File: config.mk
export PLATFORM = sky130hd
export DESIGN_NAME = wb_regfile
export DESIGN_NICKNAME = d
export VERILOG_FILES = /design/src/rtl/wb_regfile.sv
export SDC_FILE = /design/constraint.sdc
export NUM_CORES = 2
export LEC_CHECK = 0
export CAP_MARGIN = 0
export CORE_UTILIZATION = 40
export DETAILED_ROUTE_END_ITERATION = 6
export PLACE_DENSITY = 0.56
export SYNTH_ARGS = -nofsm -noshare
export SYNTH_HDL_FRONTEND = slang
export SYNTH_SLANG_ARGS = --single-unit
File: constraint.sdc
create_clock -name clk -period 6.4 [get_ports clk]
set_input_delay 1.28 -clock clk [delete_from_list [all_inputs] [get_ports clk]]
set_output_delay 1.28 -clock clk [all_outputs]
set_load 0.005 [all_outputs]
File: src/rtl/wb_regfile.sv
// Write-back register file: GPRs plus HI/LO with same-cycle write-to-read bypass,
// two combinational read ports and a write-back event counter.
module wb_regfile #(
   parameter int unsigned DATA_W = 32,
   parameter int unsigned ADDR_W = 5,
   parameter int unsigned NREGS  = 32,
   parameter int unsigned CNT_W  = 32
) (
   input  logic              clk,
   input  logic              rst,
   input  logic [ADDR_W-1:0] wb_wd,
   input  logic              wb_wreg,
   input  logic [DATA_W-1:0] wb_wdata,
   input  logic [DATA_W-1:0] wb_hi,
   input  logic [DATA_W-1:0] wb_lo,
   input  logic              wb_whilo,
   input  logic              re1,
   input  logic [ADDR_W-1:0] raddr1,
   output logic [DATA_W-1:0] rdata1,
   input  logic              re2,
   input  logic [ADDR_W-1:0] raddr2,
   output logic [DATA_W-1:0] rdata2,
   output logic [DATA_W-1:0] hi_o,
   output logic [DATA_W-1:0] lo_o,
   input  logic              cnt_clr,
   output logic [CNT_W-1:0]  wb_cnt
);

   logic [DATA_W-1:0] regs [NREGS];
   logic [DATA_W-1:0] hi_q;
   logic [DATA_W-1:0] lo_q;

   // GPR storage; register 0 is never written so it stays zero
   always_ff @(posedge clk or negedge rst) begin
      if (!rst) begin
         for (int unsigned i = 0; i < NREGS; i++) begin
            regs[i] <= '0;
         end
      end else if (wb_wreg && (wb_wd != '0)) begin
         regs[wb_wd] <= wb_wdata;
      end
   end

   always_ff @(posedge clk or negedge rst) begin
      if (!rst) begin
         hi_q <= '0;
         lo_q <= '0;
      end else if (wb_whilo) begin
         hi_q <= wb_hi;
         lo_q <= wb_lo;
      end
   end

   // Clear beats increment; discarded r0 writes still count as events
   always_ff @(posedge clk or negedge rst) begin
      if (!rst) begin
         wb_cnt <= '0;
      end else if (cnt_clr) begin
         wb_cnt <= '0;
      end else if (wb_wreg || wb_whilo) begin
         wb_cnt <= wb_cnt + CNT_W'(1);
      end
   end

   always_comb begin
      rdata1 = '0;
      if (rst && re1 && (raddr1 != '0)) begin
         if (wb_wreg && (wb_wd == raddr1)) begin
            rdata1 = wb_wdata;
         end else begin
            rdata1 = regs[raddr1];
         end
      end
   end

   always_comb begin
      rdata2 = '0;
      if (rst && re2 && (raddr2 != '0)) begin
         if (wb_wreg && (wb_wd == raddr2)) begin
            rdata2 = wb_wdata;
         end else begin
            rdata2 = regs[raddr2];
         end
      end
   end

   // HI/LO bypass from the pending write-back
   always_comb begin
      hi_o = '0;
      lo_o = '0;
      if (rst) begin
         hi_o = wb_whilo ? wb_hi : hi_q;
         lo_o = wb_whilo ? wb_lo : lo_q;
      end
   end

endmodule
==> results.ini <==
[critical_path]
crit_chain=clkdlybuf4s50_1, nand2_1, o2111ai_4, buf_12, a211oi_1, buf_4, a22o_1, clkdlybuf4s50_1
cp_max_fo=32
cpMaxStageDelayCell=clkdlybuf4s50_1
path_class=input port to output pin
cp-start-kind=input port
crit_required_ns=5.12
end_kind=output pin
max_stage_delay_ns=0.88
cp_top_family=buffers and inverters
path_common_cell=clkdlybuf4s50_1
worst_ep_arrival_time_ns=4.50
worst-path-buf-inv=4
r2r_slack_ns=3.91

[final_layout]
final_cell_area_mm2=0.0685
fin_nets=4405
area.growth.synth_to_final_pct=15.7
final_util_pct=46.8
drive_above_1_share_pct=43.0
stdcell_count=6306

[clock_network]
post-cts-setup-buffers=0
post_cts_resized=0
clkLatencyLatePin_ns=0.77
clk_pin_slew_ns=0.06
cts_tree=built
numCtsBuffers=132
hold_buffers=0
cts_max_level=4
clock_path_buffers=3
numClockSinks=1120
clockRootBuffer=clkbuf_16

[sta]
setup_viol=0
report.final.hold_viol_count=0
rsz0062_at_grt=false
fin_crit_ns=5.78
skew_ns=0.00737
final-max-slew-violation-count=0
slew_headroom_pct=14.6
setup_tns_ns=0
max_freq_mhz=173
period_share_pct=90.4
tightest_slew_ns=1.28

[global_routing]
grt_max_degree=145
track_usage_pct=27.3
grt_overflow_total=0
grt_pass1_wl_mm=298
grt_pass1_vias=40300
antenna_found_initial=5

[yosys]
synth_area_mm2=0.0592
yosys-top-cells-area=dfrtp_1 47%, mux2_2 20%, mux4_2 15%, mux2i_1 4.7%, a22oi_1 1.6%
yosys.area_share.simple_pct=3.34
synth_top_family_by_area=multiplexers
synth_edf_count=0
synthArstFlopShare_pct=100
synth_ff_type=dfrtp_1
ys_warn_count=0
synth_adder_area_share_pct=0.0211
yosysTopAreaCell=dfrtp_1
synth_xor_area_share_pct=0.474
syn_inst=4183
syn_avg_cell_area_um2=14.1
syn_nets=4302
synthMuxAreaShare_pct=40.0
ys_ff_latch=1120
synth_compound_area_share_pct=5.26
synth_top_cell_area_share_pct=47.4
synth_seq_area_share_pct=47.4
ys_types=55

[floorplanning]
die_h_um=387
die-area_mm2=0.150
rows=140
core_region_area_mm2=0.146
ios=278
die_w_um=387
initial_utilization_pct=40.5

[power_and_ir_drop]
seqPwrFrac_pct=44.6
clkPwrFrac_pct=36.2
p_sw_uw=5680
vdd_drop_max_mv=0.285
powerDensity_mw_per_mm2=304
intPower_uw=15100
combPwrFrac_pct=19.2
power.leakage_uw=0.0292
swShare_pct=27.3

[routing]
met1_length_mm=90.7
wl_met2_mm=94.8
ant_nets=0
initialDrtViolationCount=3601
drc_errors=0
wire_per_inst_um=32.5
wl_met3_mm=14.6
vias_per_cell=6.30
drt-total-wl_mm=205
top_layer_used=met4
num_vias=39700
firstDrtPassIters=5

[placed_design]
dpl.cell_count=6069
gp_congestion=0.801
hpwl_mm=120
dpl-instance-area_mm2=0.0642
io_buffers=277

[flow_run]
maxCapViolations=0

[status]
status=finished clean

[worst_hold_path]
worst_hold_path_type=input port to async pin

per-layer routing:
layer	up-vias	GRT usage [%]
li1	16200	-
met1	21700	39.2
met2	1569	42.2
met3	267	5.48
met4	0	7.29
met5	-	0
state kept, by name, indices dropped and copies added, names as in the netlist:
signal and flops:
hi_q 32, lo_q 32, regs 1024, wb_cnt 32
worst paths after layout:
path / from / end / cells past startpoint
setup / recovery: wb_wreg / rdata2[25] / 8
hold / removal: rst / hi_q[14] / 1
setup reg to reg: wb_cnt[3] / wb_cnt[31] / 5
hold reg to reg: regs[1001] / regs[1001] / 0
max in group asynchronous: rst / regs[627] / 4
min in group clk: regs[1001] / regs[1001] / 0
cell families (layout without fill, tap and decap cells):
group           Yosys count  count (layout)
mux                    1741            1741
flops                  1120            1120
simple gates            398             398
other cells               0               3
fa+ha+maj                 1               1
buf+inv                 470             673
xor+xnor                 32              32
compound gates          421             421
synth_stat cells (all sizes together), types with 9 or more instances:
| master | instances |
|---|---|
| mux2 | 1070 |
| a221oi | 9 |
| o21ai | 14 |
| xor2 | 13 |
| o211ai | 11 |
| o22ai | 37 |
| a22oi | 124 |
| a22o | 32 |
| xnor2 | 19 |
| a21oi | 59 |
| nor2 | 51 |
| a32o | 32 |
| nand4 | 15 |
| nor2b | 11 |
| nor3 | 33 |
| a211oi | 24 |
| o221ai | 18 |
| clkbuf | 236 |
| nand2 | 142 |
| dfrtp | 1120 |
| and2 | 68 |
| nand3 | 31 |
| mux2i | 278 |
| mux4 | 393 |
| o2111ai | 34 |
| a31oi | 19 |
| buf | 229 |
placed cells by master (no fill, tap or decap), types with 9 or more instances in the layout:
cell	instances
a221oi_1	9
clkbuf_16	137
nand2_1	127
dfrtp_1	1120
o211ai_1	11
clkinv_2	15
nand3_1	30
mux2i_1	278
nand2_2	11
nor2_1	33
buf_12	34
buf_4	127
xnor2_1	19
a22oi_1	124
o22ai_1	37
clkbuf_1	34
xor2_1	13
nor2_4	18
o2111ai_1	33
clkdlybuf4s50_1	265
a22o_1	32
nand4_1	15
clkbuf_8	30
mux2_2	1070
nor3_1	32
a32o_1	32
a31oi_1	19
o221ai_1	18
a211oi_1	24
and2_1	66
o21ai_0	14
a21oi_1	59
mux4_2	393
per-stage QoR:
stage | setup slack (ns) | power, uW | hold slack (ns)
6_report | 0.617 | 20800 | 0.370
4_1_cts | 0.629 | 20900 | 0.333
2_1_floorplan | 2.25 | 12000 | 0.441
5_1_grt | 0.626 | 21700 | 0.357
3_5_place_dp | 0.626 | 13300 | 0.383
3_3_place_gp | 0.670 | 13200 | 0.379
cell type report:
cell class	count	area, um2
Tap cell	1917	2400
Multi-Input combinational cell	2593	29300
Inverter	5	18.8
Clock inverter	33	324
Fill cell	12900	77800
Antenna cell	3	7.51
Sequential cell	1120	28000
Timing Repair Buffer	434	4380
Clock buffer	201	3970
power by group through the flow:
stage	Sequential, uW	Combinational, uW	Clock [uW]
2_1_floorplan	9040	2920	0
3_3_place_gp	9300	3940	0
3_5_place_dp	9350	3990	0
4_1_cts	9230	4010	7680
5_1_grt	9420	4270	7960
6_report	9270	3990	7530
worst register-to-register path: stages, from the launching register on:
cell     delay (ns)
dfrtp_1        0.45
nand4_1        0.22
nor2_1         0.63
nand4_1        0.40
or4_1          0.56
a21oi_1        0.14
Power figures use the tool's default switching activity.
